## src/rtl/mpu_target_pkg.sv

```systemverilog
// Shared types and register-map constants for the MPU-6050 I2C target model.
package mpu_target_pkg;

    typedef enum logic [2:0] {
        StIdle,
        StAddr,
        StAddrAck,
        StWrPtr,
        StWrData,
        StWrAck,
        StRdData,
        StRdMack
    } state_e;

    localparam logic [7:0] REG_GYRO_XH    = 8'h43;
    localparam logic [7:0] REG_GYRO_XL    = 8'h44;
    localparam logic [7:0] REG_GYRO_YH    = 8'h45;
    localparam logic [7:0] REG_GYRO_YL    = 8'h46;
    localparam logic [7:0] REG_GYRO_ZH    = 8'h47;
    localparam logic [7:0] REG_GYRO_ZL    = 8'h48;
    localparam logic [7:0] REG_PWR_MGMT_1 = 8'h6B;
    localparam logic [7:0] REG_WHO_AM_I   = 8'h75;

    localparam logic [7:0] PWR_MGMT_1_RST = 8'h40;

endpackage

```

## src/rtl/i2c_line_sync.sv

```systemverilog
// SCL/SDA synchronizer and START/STOP/edge detector.
// Optional MPU_TARGET_GLITCH_FILTER_EN inserts a 3-sample majority filter per line.
module i2c_line_sync (
    input  logic clk_in,
    input  logic rst_n_in,
    input  logic scl_in,
    input  logic sda_in,
    output logic scl_rise_out,
    output logic scl_fall_out,
    output logic start_out,
    output logic stop_out,
    output logic sda_out
);

    logic [1:0] scl_sync_q, sda_sync_q;
    logic       scl_s, sda_s;

    // Idle bus is high, so reset to 1 to avoid a spurious edge after reset.
    always_ff @(posedge clk_in or negedge rst_n_in) begin
        if (!rst_n_in) begin
            scl_sync_q <= 2'b11;
            sda_sync_q <= 2'b11;
        end else begin
            scl_sync_q <= {scl_sync_q[0], scl_in};
            sda_sync_q <= {sda_sync_q[0], sda_in};
        end
    end

`ifdef MPU_TARGET_GLITCH_FILTER_EN
    logic [1:0] scl_hist_q, sda_hist_q;
    logic       scl_filt_q, sda_filt_q;

    function automatic logic maj3(input logic a, input logic b, input logic c);
        return (a & b) | (a & c) | (b & c);
    endfunction

    always_ff @(posedge clk_in or negedge rst_n_in) begin
        if (!rst_n_in) begin
            scl_hist_q <= 2'b11;
            sda_hist_q <= 2'b11;
            scl_filt_q <= 1'b1;
            sda_filt_q <= 1'b1;
        end else begin
            scl_hist_q <= {scl_hist_q[0], scl_sync_q[1]};
            sda_hist_q <= {sda_hist_q[0], sda_sync_q[1]};
            scl_filt_q <= maj3(scl_sync_q[1], scl_hist_q[0], scl_hist_q[1]);
            sda_filt_q <= maj3(sda_sync_q[1], sda_hist_q[0], sda_hist_q[1]);
        end
    end

    assign scl_s = scl_filt_q;
    assign sda_s = sda_filt_q;
`else
    assign scl_s = scl_sync_q[1];
    assign sda_s = sda_sync_q[1];
`endif

    logic scl_p_q, sda_p_q;
    logic scl_rise_q, scl_fall_q, start_q, stop_q, sda_q;

    // START/STOP qualify on the new SCL level, so a coincident SCL fall wins over the SDA edge.
    always_ff @(posedge clk_in or negedge rst_n_in) begin
        if (!rst_n_in) begin
            scl_p_q    <= 1'b1;
            sda_p_q    <= 1'b1;
            scl_rise_q <= 1'b0;
            scl_fall_q <= 1'b0;
            start_q    <= 1'b0;
            stop_q     <= 1'b0;
            sda_q      <= 1'b1;
        end else begin
            scl_p_q    <= scl_s;
            sda_p_q    <= sda_s;
            scl_rise_q <= scl_s & ~scl_p_q;
            scl_fall_q <= ~scl_s & scl_p_q;
            start_q    <= ~sda_s & sda_p_q & scl_s;
            stop_q     <= sda_s & ~sda_p_q & scl_s;
            sda_q      <= sda_s;
        end
    end

    assign scl_rise_out = scl_rise_q;
    assign scl_fall_out = scl_fall_q;
    assign start_out    = start_q;
    assign stop_out     = stop_q;
    assign sda_out      = sda_q;

endmodule

```

## src/rtl/mpu_i2c_target.sv

```systemverilog
// MPU-6050 I2C target model: address/pointer/data decode and small register map.
// Build option MPU_TARGET_GLITCH_FILTER_EN enables the line glitch filter.
module mpu_i2c_target
    import mpu_target_pkg::*;
#(
    parameter logic [6:0]  ADDR         = 7'h68,
    parameter logic [7:0]  WHO_AM_I_VAL = 8'h68,
    parameter int unsigned HOLD_CYCLES  = 4
) (
    input  logic        clk_in,
    input  logic        rst_n_in,
    input  logic        scl_in,
    input  logic        sda_in,
    output logic        sda_oe_out,
    input  logic [15:0] gx_in,
    input  logic [15:0] gy_in,
    input  logic [15:0] gz_in,
    output logic [7:0]  pwr_mgmt_out,
    output logic        wr_strobe_out,
    output logic        busy_out
);

    localparam logic [3:0] HoldInit = 4'(HOLD_CYCLES - 1);

    logic scl_rise, scl_fall, start, stop, sda;

    i2c_line_sync u_line_sync (
        .clk_in       (clk_in),
        .rst_n_in     (rst_n_in),
        .scl_in       (scl_in),
        .sda_in       (sda_in),
        .scl_rise_out (scl_rise),
        .scl_fall_out (scl_fall),
        .start_out    (start),
        .stop_out     (stop),
        .sda_out      (sda)
    );

    state_e      state_q, state_d;
    logic [2:0]  cnt_q, cnt_d;
    logic        ack_ph_q, ack_ph_d;
    logic [7:0]  shift_q, shift_d;
    logic [7:0]  tx_q, tx_d;
    logic [7:0]  ptr_q, ptr_d;
    logic        rw_q, rw_d;
    logic        mack_q, mack_d;
    logic        busy_q, busy_d;
    logic [7:0]  pwr_q, pwr_d;
    logic        wr_strobe_q, wr_strobe_d;
    logic [47:0] snap_q, snap_d;
    logic        sda_oe_q, sda_oe_d;
    logic        pend_q, pend_d;
    logic [3:0]  hold_q, hold_d;

    logic        sched, sched_val, release_now;
    logic [7:0]  byte_in, rd_cur;

    function automatic logic [7:0] rd_byte(input logic [7:0] a, input logic [47:0] s,
                                           input logic [7:0] pwr);
        case (a)
            REG_GYRO_XH:    return s[47:40];
            REG_GYRO_XL:    return s[39:32];
            REG_GYRO_YH:    return s[31:24];
            REG_GYRO_YL:    return s[23:16];
            REG_GYRO_ZH:    return s[15:8];
            REG_GYRO_ZL:    return s[7:0];
            REG_PWR_MGMT_1: return pwr;
            REG_WHO_AM_I:   return WHO_AM_I_VAL;
            default:        return 8'h00;
        endcase
    endfunction

    assign byte_in = {shift_q[6:0], sda};
    assign rd_cur  = rd_byte(ptr_q, snap_q, pwr_q);

    always_comb begin
        state_d     = state_q;
        cnt_d       = cnt_q;
        ack_ph_d    = ack_ph_q;
        shift_d     = shift_q;
        tx_d        = tx_q;
        ptr_d       = ptr_q;
        rw_d        = rw_q;
        mack_d      = mack_q;
        busy_d      = busy_q;
        pwr_d       = pwr_q;
        wr_strobe_d = 1'b0;
        snap_d      = snap_q;
        sda_oe_d    = sda_oe_q;
        pend_d      = pend_q;
        hold_d      = hold_q;
        sched       = 1'b0;
        sched_val   = 1'b0;
        release_now = 1'b0;

        if (hold_q != 4'd0) begin
            hold_d = hold_q - 4'd1;
            if (hold_q == 4'd1) sda_oe_d = pend_q;
        end

        if (stop) begin
            state_d     = StIdle;
            busy_d      = 1'b0;
            release_now = 1'b1;
        end else if (start) begin
            state_d     = StAddr;
            cnt_d       = 3'd7;
            release_now = 1'b1;
        end else begin
            case (state_q)
                StAddr: begin
                    if (scl_rise) begin
                        shift_d = byte_in;
                        if (cnt_q == 3'd0) begin
                            if (byte_in[7:1] == ADDR) begin
                                state_d  = StAddrAck;
                                ack_ph_d = 1'b0;
                                rw_d     = byte_in[0];
                                busy_d   = 1'b1;
                                if (byte_in[0]) snap_d = {gx_in, gy_in, gz_in};
                            end else begin
                                state_d = StIdle;
                            end
                        end else begin
                            cnt_d = cnt_q - 3'd1;
                        end
                    end
                end
                // First fall after the byte drives ACK, the second (9th) ends the ACK slot.
                StAddrAck, StWrAck: begin
                    if (scl_fall) begin
                        sched = 1'b1;
                        if (!ack_ph_q) begin
                            ack_ph_d  = 1'b1;
                            sched_val = 1'b1;
                        end else begin
                            cnt_d = 3'd7;
                            if (state_q == StAddrAck && rw_q) begin
                                state_d   = StRdData;
                                tx_d      = rd_cur;
                                sched_val = ~rd_cur[7];
                            end else begin
                                state_d   = (state_q == StAddrAck) ? StWrPtr : StWrData;
                                sched_val = 1'b0;
                            end
                        end
                    end
                end
                StWrPtr: begin
                    if (scl_rise) begin
                        shift_d = byte_in;
                        if (cnt_q == 3'd0) begin
                            ptr_d    = byte_in;
                            state_d  = StWrAck;
                            ack_ph_d = 1'b0;
                        end else begin
                            cnt_d = cnt_q - 3'd1;
                        end
                    end
                end
                StWrData: begin
                    if (scl_rise) begin
                        shift_d = byte_in;
                        if (cnt_q == 3'd0) begin
                            wr_strobe_d = 1'b1;
                            if (ptr_q == REG_PWR_MGMT_1) pwr_d = byte_in;
                            ptr_d    = ptr_q + 8'd1;
                            state_d  = StWrAck;
                            ack_ph_d = 1'b0;
                        end else begin
                            cnt_d = cnt_q - 3'd1;
                        end
                    end
                end
                StRdData: begin
                    if (scl_rise) begin
                        if (cnt_q == 3'd0) begin
                            state_d  = StRdMack;
                            ack_ph_d = 1'b0;
                            ptr_d    = ptr_q + 8'd1;
                        end else begin
                            cnt_d = cnt_q - 3'd1;
                            tx_d  = {tx_q[6:0], 1'b0};
                        end
                    end else if (scl_fall) begin
                        sched     = 1'b1;
                        sched_val = ~tx_q[7];
                    end
                end
                StRdMack: begin
                    if (scl_rise) begin
                        mack_d = sda;
                    end else if (scl_fall) begin
                        if (!ack_ph_q) begin
                            ack_ph_d  = 1'b1;
                            sched     = 1'b1;
                            sched_val = 1'b0;
                        end else if (!mack_q) begin
                            state_d   = StRdData;
                            cnt_d     = 3'd7;
                            tx_d      = rd_cur;
                            sched     = 1'b1;
                            sched_val = ~rd_cur[7];
                        end else begin
                            state_d = StIdle;
                        end
                    end
                end
                default: ;
            endcase
        end

        if (sched) begin
            if (HOLD_CYCLES == 1) begin
                sda_oe_d = sched_val;
                hold_d   = 4'd0;
            end else begin
                pend_d = sched_val;
                hold_d = HoldInit;
            end
        end
        if (release_now) begin
            sda_oe_d = 1'b0;
            hold_d   = 4'd0;
        end
    end

    always_ff @(posedge clk_in or negedge rst_n_in) begin
        if (!rst_n_in) begin
            state_q     <= StIdle;
            cnt_q       <= 3'd7;
            ack_ph_q    <= 1'b0;
            shift_q     <= 8'h00;
            tx_q        <= 8'h00;
            ptr_q       <= 8'h00;
            rw_q        <= 1'b0;
            mack_q      <= 1'b1;
            busy_q      <= 1'b0;
            pwr_q       <= PWR_MGMT_1_RST;
            wr_strobe_q <= 1'b0;
            snap_q      <= 48'h0;
            sda_oe_q    <= 1'b0;
            pend_q      <= 1'b0;
            hold_q      <= 4'd0;
        end else begin
            state_q     <= state_d;
            cnt_q       <= cnt_d;
            ack_ph_q    <= ack_ph_d;
            shift_q     <= shift_d;
            tx_q        <= tx_d;
            ptr_q       <= ptr_d;
            rw_q        <= rw_d;
            mack_q      <= mack_d;
            busy_q      <= busy_d;
            pwr_q       <= pwr_d;
            wr_strobe_q <= wr_strobe_d;
            snap_q      <= snap_d;
            sda_oe_q    <= sda_oe_d;
            pend_q      <= pend_d;
            hold_q      <= hold_d;
        end
    end

    assign sda_oe_out    = sda_oe_q;
    assign pwr_mgmt_out  = pwr_q;
    assign wr_strobe_out = wr_strobe_q;
    assign busy_out      = busy_q;

endmodule

```

## config.mk

```make
export PLATFORM = sky130hd
export DESIGN_NAME = mpu_i2c_target
export DESIGN_NICKNAME = d
export VERILOG_FILES = /design/src/rtl/mpu_target_pkg.sv /design/src/rtl/i2c_line_sync.sv /design/src/rtl/mpu_i2c_target.sv
export SDC_FILE = /design/constraint.sdc
export NUM_CORES = 1
export LEC_CHECK = 0
export BUFFER_PORTS_ARGS = -buffer_cell sky130_fd_sc_hd__buf_4
export CAP_MARGIN = 40
export CORE_MARGIN = 2
export CORE_UTILIZATION = 50
export CTS_CLUSTER_SIZE = 8
export DETAILED_ROUTE_END_ITERATION = 7
export PLACE_DENSITY = 0.7
export SETUP_SLACK_MARGIN = 0.5
export SYNTH_ARGS = -nofsm -noshare
export SYNTH_HDL_FRONTEND = slang
export SYNTH_SLANG_ARGS = --single-unit
```

## constraint.sdc

```tcl
create_clock -name clk_in -period 4.4 [get_ports clk_in]
set_input_delay 0.66 -clock clk_in [delete_from_list [all_inputs] [get_ports clk_in]]
set_output_delay 0.66 -clock clk_in [all_outputs]
set_load 0.03 [all_outputs]
```

Yosys cells after proc, flatten, opt, wreduce, memory -nomap -nowiden
Index checks and enable logic that the tools add are counted.
- register bits: 106
- bits of input ports: 52
- output and inout bits: 11
- $add $sub $neg: 3
- equality and inequality tests: 55
- mux-type cells: 92
- bitwise operators: 14
- reductions and logical operators: 33
- operators by type and width (cell ; count):
    $mux W8 ; 13
    $mux W3 ; 25
    $eq A8 B7 Y1 const B ; 8
    $pmux W8 S8 ; 1
    $mux W1 ; 42
    $ne A4 B1 Y1 const B ; 6
    $pmux W8 S3 ; 1
    $reduce_and A12 Y1 ; 2
    $ne A2 B2 Y1 const B ; 10
    $ne A2 B1 Y1 const B ; 9
    $ne A4 B2 Y1 const B ; 4
    $pmux W8 S2 ; 1
    $pmux W3 S5 ; 1
    $reduce_and A7 Y1 ; 2
    $reduce_bool A2 Y1 ; 7
    $eq A3 B3 Y1 const B ; 4
    $mux W4 ; 3
    $ne A3 B2 Y1 const B ; 4
    $reduce_and A6 Y1 ; 2
    $reduce_bool A4 Y1 ; 3
    $reduce_and A10 Y1 ; 1
    $ne A3 B1 Y1 const B ; 3
    $pmux W3 S3 ; 1
    $reduce_and A9 Y1 ; 1
    24 further kinds ; 43

Longest topological paths before layout
Gate-level depths: netlist (run 1).
- depth in word-level cells: 10
- mapped depth: 9

Hierarchy
Synthesis (run 1) repeated with hierarchy kept, for this count alone.
- cell total of the unflattened synthesis: 463
- area total of the unflattened synthesis: 5261.3 µm²
- by module, submodules not included (module ; times used ; cells each ; area an instance (µm²) ; sequential area each (µm²)):
    mpu_i2c_target ; 1 ; 449 ; 4971.0 ; 2408.6
    i2c_line_sync ; 1 ; 14 ; 290.3 ; 257.7

Worst setup path after synthesis (run 1)
Ideal clock, no wire load.
- kind: reg-to-reg
- start point: reg cnt_q[0]
- end point: reg snap_q[39]
- arrival: 1886 ps
- data required time: 4275 ps
- path slack: 2389 ps
- stages on the path, launching flop included: 10
- clock period less this slack: 2011 ps
- path through: dfstp_2 -> inv_1 -> ha_1 -> and3b_2 -> nand2_2 -> nor4_4 -> nand2_2 -> buf_6 -> buf_6 -> mux2_4
- longest elaborated chain between the ends: 2
- ends and longest elaborated chain (item ; line ; RTL):
    from (decl) ; mpu_i2c_target.sv:40 ; logic [2:0] cnt_q, cnt_d;
    from (signal assigned) ; mpu_i2c_target.sv:247 ; cnt_q <= cnt_d;
    $logic_not A3 Y1 ; mpu_i2c_target.sv:114 ; if (cnt_q == 3'd0) begin
    $reduce_and A7 Y1 (no source line) ; - ;
    to (signal assigned) ; mpu_i2c_target.sv:257 ; snap_q <= snap_d;
    to (decl) ; mpu_i2c_target.sv:50 ; logic [47:0] snap_q, snap_d;
No other way between the ends.
A chain may end at the register's enable or synchronous reset.

Worst setup path after layout (run 1)
- start point: reg state_q[0]
- end point: reg snap_q[44]
- longest elaborated chain between the ends: 2
- ends and longest elaborated chain (item ; line ; RTL):
    from (decl) ; mpu_i2c_target.sv:39 ; state_e state_q, state_d;
    from (signal assigned) ; mpu_i2c_target.sv:230 ; state_q <= StIdle;
    from (signal assigned) ; mpu_i2c_target.sv:246 ; state_q <= state_d;
    $eq A3 B1 Y1 ; mpu_i2c_target.sv:110 ; case (state_q)
    $reduce_and A7 Y1 (no source line) ; - ;
No other way between the ends.

==> results.json, run 1 <==
{
  "critical_path_class": "reg2reg",
  "crit_path_max_incr_delay_ns": 0.76,
  "layoutNonFillerInstCount": 653,
  "worstPathArrival_ns": 2.80,
  "clk-insertion-delay-late_ns": 0.36,
  "synth-xor-area-share_pct": 0.168,
  "critPathMaxFanout": 31,
  "seq_area_frac_synth_pct": 51.2,
  "place.port_buffers": 62,
  "drcViolationCount": 0,
  "detail-route-antenna-nets": 0,
  "fin_total_pwr_uw": 2030,
  "floorplan.die_area_um2": 11300,
  "share_of_post_route_cells_with_drive_strength_above_1_pct": 32.5,
  "run_status": "completed",
  "holdCritPathClass": "in2async",
  "initialDrtViolationCount": 238,
  "grtUsageTotal_pct": 22.1,
  "std_cell_rows": 37,
  "reg2reg_setup_slack_ns": 1.85,
  "cp.required_ns": 4.65,
  "clk_root_buffer_cell": "sky130_fd_sc_hd__clkbuf_8",
  "compound_gate_fraction_of_synth_area_pct": 15.5,
  "cts_hold_buf": 0,
  "synth_enable_flop_cells": 0,
  "dieWidth_um": 106,
  "synth_warnings": 0,
  "placed_instance_count": 637,
  "critical_path.cell_chain": "nand2b_1 > nor4_4 > nand2_2 > buf_12 > mux2_4",
  "area_growth_pct": 14.7,
  "timing.final.setup_violations": 0,
  "pwr_cell_area_nw_per_um2": 339,
  "clk_path_buf_depth": 2,
  "postSynthAreaPerCell_um2": 11.4,
  "globalRouteOverflowTotal": 0,
  "fin_crit_ns": 2.55,
  "report.final.slew_viol_count": 0,
  "viasPerCell": 5.96,
  "post_cts.repair.setup_buffers": 0,
  "post_dp_cell_area_um2": 5800,
  "pin_count": 63,
  "htree_levels": 3,
  "stdcell_area_um2": 5980,
  "hold-worst-slack_ns": 0.237,
  "drt-pass1-iter-count": 4,
  "worst_ir_drop_vdd_mv": 0.195,
  "nNetsFinal": 573,
  "coreArea_um2": 10200,
  "setup_tns_ns": 0,
  "tightest_slew_ns": 0.749,
  "final_hold_viol_count": 0,
  "cts_tree": "built",
  "synth_simple_gate_area_share_pct": 12.4,
  "synth_async_sr_flop_share_pct": 100,
  "sink_count": 106,
  "grt_start_max_net_pins": 47,
  "synth_flop_cell": "sky130_fd_sc_hd__dfrtp_1",
  "synth_area_um2": 5210,
  "grt_pass1_vias": 3858,
  "worst_setup_sp_type": "register",
  "synthesis.instances": 459,
  "cp-end-kind": "register",
  "skew_ns": 0.0127,
  "number_of_vias_in_the_routed_layout": 3893,
  "max_clk_rate_ghz": 0.392,
  "gp_routability_congestion": 0.889,
  "max_cap_violations": 0,
  "worst_slew_margin_rel_pct": 50.0,
  "post_synth_fa_ha_maj_area_fraction_pct": 2.16,
  "period_share_pct": 58.0,
  "n_antenna_cell": 0,
  "die_h_um": 106,
  "yosys_register_bits": 106,
  "post_synth_mux_area_share_pct": 15.7,
  "detailed_route_wire_length_um": 11900,
  "synth_top_family_by_area": "multiplexers",
  "rsz0062_at_grt": "no",
  "slowest_stage_cell_on_the_critical_path": "sky130_fd_sc_hd__dfrtp_1",
  "initial_utilization_pct": 50.9,
  "worst_setup_hold_path_clk_slew_ns": 0.10,
  "synth_fp_nets": 520,
  "routedWlPerCell_um": 18.2,
  "grt_antenna_before_repair": 0,
  "place.detailed.hpwl_um": 8720,
  "netlist-cell-type-count": 57,
  "cts-buffers-inserted": 9,
  "cts_repair_resize_count": 0,
  "grt_pass1_wl_um": 19500,
  "power.static_leakage_uw": 0.00264,
  "rr_worst_depth": 5
}
==> logic make-up (layout without fill, tap and decap cells) <==
family	after synthesis	after routing
AO/OA/AOI/OAI	119	119
XOR/XNOR	1	1
adder cells (fa/ha/maj)	9	9
buffers and inverters	35	93
flip-flops	106	106
multiplexers	70	70
AND/OR/NAND/NOR	119	119
==> registers in the layout, indices dropped and copies added, names as in the netlist, 2 cells and up <==
register and count:
snap_q 48, ptr_q 8, pwr_mgmt_out 8, tx_q 8, shift_q 7, hold_q 4, cnt_q 3, state_q 3
u_line_sync.scl_sync_q 2, u_line_sync.sda_sync_q 2
==> critical path: cells and delay by family (launching register included) <==
family | cells | cell delay [ns]
buf+inv | 1 | 0.31
flops | 1 | 0.76
mux | 1 | 0.31
simple gates | 3 | 1.05
==> layout by cell type (no fill, tap or decap), types with 4 or more instances in the layout <==
cell type,synthesis,layout
sky130_fd_sc_hd__nand3_1,12,12
sky130_fd_sc_hd__dfstp_2,11,11
sky130_fd_sc_hd__nor2_1,19,19
sky130_fd_sc_hd__o22ai_1,6,6
sky130_fd_sc_hd__a22o_1,5,5
sky130_fd_sc_hd__a31oi_1,4,4
sky130_fd_sc_hd__mux2_4,9,9
sky130_fd_sc_hd__a21oi_1,28,28
sky130_fd_sc_hd__o21ai_0,25,25
sky130_fd_sc_hd__a21o_1,4,4
sky130_fd_sc_hd__nor3_1,7,7
sky130_fd_sc_hd__a222oi_1,4,4
sky130_fd_sc_hd__nand2_1,35,35
sky130_fd_sc_hd__dfrtp_1,95,95
sky130_fd_sc_hd__o211ai_1,4,4
sky130_fd_sc_hd__mux2i_1,4,4
sky130_fd_sc_hd__nand2b_1,5,5
sky130_fd_sc_hd__a32oi_1,7,7
sky130_fd_sc_hd__ha_1,9,9
sky130_fd_sc_hd__mux2_2,57,57
sky130_fd_sc_hd__inv_1,10,10
sky130_fd_sc_hd__a22oi_1,6,6
sky130_fd_sc_hd__clkbuf_8,0,9
sky130_fd_sc_hd__buf_4,0,65
sky130_fd_sc_hd__and3_1,5,5
sky130_fd_sc_hd__nor2b_1,12,12
sky130_fd_sc_hd__a311oi_1,9,9
==> cell type report <==
class	count	area, um^2
Inverter	10	37.5
Tap cell	136	170
Sequential cell	106	2670
Multi-Input combinational cell	318	2390
Clock inverter	7	53.8
Clock buffer	9	124
Timing Repair Buffer	67	536
Fill cell	874	4250
==> through the flow <==
step / utilization [%] / setup slack (ns)
finish: 58.4 / 1.85
CTS: 58.4 / 1.88
global placement: 56.1 / 1.68
global route: 58.4 / 1.68
detailed placement: 56.7 / 1.93
floorplan: - / 2.39
==> synthesized netlist by cell type (2+ instances only) <==
| library cell | instances | area (um^2) |
|---|---|---|
| sky130_fd_sc_hd__dfrtp_1 | 95 | 2380 |
| sky130_fd_sc_hd__and3_1 | 5 | 31.3 |
| sky130_fd_sc_hd__a311oi_1 | 9 | 78.8 |
| sky130_fd_sc_hd__a22oi_1 | 6 | 45.0 |
| sky130_fd_sc_hd__nor2b_1 | 12 | 75.1 |
| sky130_fd_sc_hd__a2bb2oi_1 | 2 | 17.5 |
| sky130_fd_sc_hd__nand3_1 | 12 | 60.1 |
| sky130_fd_sc_hd__buf_2 | 8 | 40.0 |
| sky130_fd_sc_hd__ha_1 | 9 | 113 |
| sky130_fd_sc_hd__nor3b_1 | 3 | 22.5 |
| sky130_fd_sc_hd__a22o_1 | 5 | 43.8 |
| sky130_fd_sc_hd__o32ai_1 | 2 | 17.5 |
| sky130_fd_sc_hd__mux2i_1 | 4 | 40.0 |
| sky130_fd_sc_hd__nor4b_1 | 2 | 17.5 |
| sky130_fd_sc_hd__mux2_4 | 9 | 135 |
| sky130_fd_sc_hd__nor4bb_1 | 2 | 20.0 |
| sky130_fd_sc_hd__a21oi_1 | 28 | 140 |
| sky130_fd_sc_hd__inv_1 | 10 | 37.5 |
| sky130_fd_sc_hd__nand4_1 | 3 | 18.8 |
| sky130_fd_sc_hd__o31ai_1 | 2 | 15.0 |
| sky130_fd_sc_hd__nand2b_1 | 5 | 31.3 |
| sky130_fd_sc_hd__a21o_1 | 4 | 30.0 |
| sky130_fd_sc_hd__nand2_1 | 35 | 131 |
| sky130_fd_sc_hd__a32oi_1 | 7 | 61.3 |
| sky130_fd_sc_hd__nor4b_2 | 2 | 30.0 |
| sky130_fd_sc_hd__and2_1 | 2 | 12.5 |
| sky130_fd_sc_hd__dfstp_2 | 11 | 289 |
| sky130_fd_sc_hd__o21ai_0 | 25 | 125 |
| sky130_fd_sc_hd__buf_6 | 2 | 22.5 |
| sky130_fd_sc_hd__a221oi_1 | 2 | 17.5 |
| sky130_fd_sc_hd__mux2_2 | 57 | 642 |
| sky130_fd_sc_hd__nand2_2 | 2 | 12.5 |
| sky130_fd_sc_hd__clkbuf_1 | 14 | 52.6 |
| sky130_fd_sc_hd__nor2_1 | 19 | 71.3 |
| sky130_fd_sc_hd__a222oi_1 | 4 | 40.0 |
| sky130_fd_sc_hd__o221ai_1 | 2 | 17.5 |
| sky130_fd_sc_hd__nor3_1 | 7 | 35.0 |
| sky130_fd_sc_hd__a31oi_1 | 4 | 25.0 |
| sky130_fd_sc_hd__o22ai_1 | 6 | 37.5 |
| sky130_fd_sc_hd__o211ai_1 | 4 | 30.0 |
==> routing by layer <==
metal,wire [um],vias up,track usage (%)
li1,-,1817,-
met1,5440,1953,30.2
met2,5780,103,35.3
met3,456,20,4.54
met4,240,0,7.42
met5,0,-,0
==> final timing paths <==
path                                                start                   endpoint
worst max-delay path                           state_q[0]                 snap_q[44]
max in group asynchronous                        rst_n_in                 snap_q[22]
worst min-delay path                             rst_n_in                     pend_q
min in group clk_in             u_line_sync.sda_sync_q[0]  u_line_sync.sda_sync_q[1]
worst max register to register                 state_q[0]                 snap_q[44]
worst min register to register  u_line_sync.sda_sync_q[0]  u_line_sync.sda_sync_q[1]
==> power breakdown <==
part / switching (uW) / internal, uW
clock network: 343 / 211
logic: 144 / 162
registers: 99.2 / 1070
total: 585 / 1440
(Power assumes the default switching activity.)
==> run 2: changes to the inputs <==
--- a/config.mk
+++ b/config.mk
@@ -11,7 +11,7 @@
 export CORE_UTILIZATION = 50
 export CTS_CLUSTER_SIZE = 8
 export DETAILED_ROUTE_END_ITERATION = 7
-export PLACE_DENSITY = 0.7
+export PLACE_DENSITY = 0.73
 export SETUP_SLACK_MARGIN = 0.5
 export SYNTH_ARGS = -nofsm -noshare
 export SYNTH_HDL_FRONTEND = slang
==> constraint.sdc (replaced) <==
create_clock -name clk_in -period 2.3 [get_ports clk_in]
set_input_delay 0.345 -clock clk_in [delete_from_list [all_inputs] [get_ports clk_in]]
set_output_delay 0.345 -clock clk_in [all_outputs]
set_load 0.03 [all_outputs]
==> run 2 against run 1 <==
  * Setup slack lost 1.6 ns
  * Critical endpoint is now snap_q[39]
  * Critical path type unchanged
  * Non-clock buffer count grew 63
  * First-iteration DRC count grew 66%
  * Via count grew 12%
  * Combinational power grew to 2.5 times the previous value
==> results.json, run 2 (synthesis gave the netlist of run 1 again) <==
{
  "run_status": "completed",
  "sink_count": 106,
  "pin_count": 63,
  "clk-insertion-delay-late_ns": 0.38,
  "grt_pass1_vias": 4226,
  "critPathMaxFanout": 6,
  "slowest_stage_cell_on_the_critical_path": "sky130_fd_sc_hd__dfstp_2",
  "dieWidth_um": 106,
  "area_growth_pct": 35.6,
  "tightest_slew_ns": 0.602,
  "viasPerCell": 6.12,
  "rr_endpoint": "snap_q[39]",
  "post_dp_cell_area_um2": 5950,
  "critical_path.most_common_cell": "sky130_fd_sc_hd__nand2_4",
  "routedWlPerCell_um": 20.3,
  "filler_cell_count": 704,
  "worst_setup_sp_type": "register",
  "drt-pass1-iter-count": 5,
  "rr_worst_depth": 9,
  "initialDrtViolationCount": 396,
  "fin_total_pwr_uw": 4120,
  "cts-buffers-inserted": 9,
  "critical_path_class": "reg2reg",
  "clk_root_buffer_cell": "sky130_fd_sc_hd__clkbuf_8",
  "cts_tree": "built",
  "regMostFlops": "snap_q",
  "number_of_vias_in_the_routed_layout": 4379,
  "final_hold_viol_count": 0,
  "critPathBufInv": 3,
  "period_share_pct": 89.0,
  "mostFrequentLayoutCells": "101 x sky130_fd_sc_hd__buf_4, 92 x sky130_fd_sc_hd__dfrtp_1, 48 x sky130_fd_sc_hd__mux2_2",
  "n_antenna_cell": 0,
  "worst_slew_margin_rel_pct": 59.4,
  "worstReg2RegStart": "cnt_q[1]",
  "worstPathArrival_ns": 2.32,
  "detailed_route_wire_length_um": 14500,
  "drcViolationCount": 0,
  "globalRouteOverflowTotal": 0,
  "worst_ir_drop_vdd_mv": 0.324,
  "grt_antenna_before_repair": 0,
  "grtUsageTotal_pct": 24.9,
  "cp-end-kind": "register",
  "htree_levels": 3,
  "place.port_buffers": 62,
  "timing.final.setup_violations": 0,
  "clk_path_buf_depth": 2,
  "worst_setup_hold_path_clk_slew_ns": 0.09,
  "crit_path_max_incr_delay_ns": 0.39,
  "critical_path_cell_count": 9,
  "stdcell_area_um2": 7070,
  "floorplan.die_area_um2": 11300,
  "final_util_pct": 69.1,
  "gp_routability_congestion": 0.829,
  "largest_register_ffs": 48,
  "max_cap_violations": 0,
  "initial_utilization_pct": 50.9,
  "startpoint_of_the_most_critical_setup_path": "cnt_q[1]",
  "grt_pass1_wl_um": 21700,
  "setup_tns_ns": 0,
  "place.detailed.hpwl_um": 8710,
  "coreArea_um2": 10200,
  "reg2reg_setup_slack_ns": 0.25,
  "setup.worst_path.end": "snap_q[39]",
  "power.static_leakage_uw": 0.00312,
  "cp.required_ns": 2.57,
  "holdCritPathClass": "in2reg",
  "critical_path.cell_chain": "inv_2 > ha_4 > and3b_2 > nand2_4 > nor4_4 > nand2_4 > buf_4 > buf_12 > mux2_4",
  "detail-route-antenna-nets": 0,
  "die_h_um": 106,
  "mostFrequentLayoutCell": "sky130_fd_sc_hd__buf_4",
  "pwr_cell_area_nw_per_um2": 582,
  "max_clk_rate_ghz": 0.489,
  "rsz0062_at_grt": "yes",
  "report.final.slew_viol_count": 0,
  "fin_crit_ns": 2.05,
  "skew_ns": 0.0105,
  "timing.critical_path.max_delay_family": "simple AND/OR/NAND/NOR gates",
  "nNetsFinal": 636,
  "share_of_post_route_cells_with_drive_strength_above_1_pct": 50.0,
  "grt_start_max_net_pins": 67,
  "std_cell_rows": 37
}
==> run 2: cell count changes in the layout (fill, tap and decap cells not counted), moves of 5 or more <==
| cell | before | now |
|---|---|---|
| sky130_fd_sc_hd__buf_4 | 65 | 101 |
| sky130_fd_sc_hd__ha_1 | 9 | 3 |
| sky130_fd_sc_hd__ha_4 | 0 | 6 |
| sky130_fd_sc_hd__a21oi_2 | 0 | 6 |
| sky130_fd_sc_hd__mux2_4 | 9 | 18 |
| sky130_fd_sc_hd__nor2b_1 | 12 | 7 |
| sky130_fd_sc_hd__o21ai_0 | 25 | 14 |
| sky130_fd_sc_hd__mux2_2 | 57 | 48 |
| sky130_fd_sc_hd__a21oi_1 | 28 | 21 |
| sky130_fd_sc_hd__buf_6 | 0 | 16 |
| sky130_fd_sc_hd__buf_12 | 1 | 6 |
| sky130_fd_sc_hd__o21ai_1 | 0 | 9 |
==> run 2: layout make-up <==
class                   instances  area [um^2]  share of cell area, %
multi-input cells             318         2780                   39.3
flip-flops and latches        106         2670                   37.8
repair buffers                130         1220                   17.3
well taps                     136          170                   2.41
clock buffers                  10          138                   1.95
clock inverters                 6         50.0                  0.708
inverters                      10         45.0                  0.637
==> run 2: how the worst min path moves through the flow <==
stage,start,end,slack [ns],cells past startpoint
finish,scl_in,u_line_sync.scl_sync_q[0],0.07,1
global route,sda_in,u_line_sync.sda_sync_q[0],0.04,1
CTS,scl_in,u_line_sync.scl_sync_q[0],0.05,1
detailed placement,rst_n_in,u_line_sync.sda_sync_q[0],0.32,1
global placement,rst_n_in,u_line_sync.sda_sync_q[0],0.32,1
floorplan,rst_n_in,ack_ph_q,0.05,0
==> run 2: what timing repair did <==
item                       CTS  global route
hold buffers                 1             0
setup buffers               22            15
gates cloned                 3             4
hold endpoints to repair    42             0
setup endpoints to repair   69            86
pin swaps                   26            29
gates resized for setup     55            60
==> run 2: report_power, final <==
part	leakage (uW)	internal, uW	switching [uW]
combinational	0.00171	402	370
clock	0.0000948	437	689
sequential	0.00131	2040	177
total	0.00312	2880	1240
==> run 2: per-stage QoR <==
stage | setup slack, ns | std cells | hold slack, ns
after floorplan | 0.333 | 459 | 0.0494
after global placement | 0.113 | 655 | 0.315
after detailed placement | 0.0752 | 655 | 0.316
after CTS | 0.265 | 697 | 0.0525
after global routing | 0.191 | 716 | 0.0355
final | 0.253 | 716 | 0.0659
==> run 2: per-layer routing <==
layer / wire length [um] / global-route usage (%) / part of all wire [%] / vias to the layer above
met5: 0 / 0 / 0 / -
met4: 506 / 10.1 / 3.5 / 0
met3: 1060 / 5.95 / 7.3 / 48
met2: 7000 / 38.8 / 48 / 263
met1: 5950 / 33.7 / 41 / 2130
li1: - / - / - / 1938
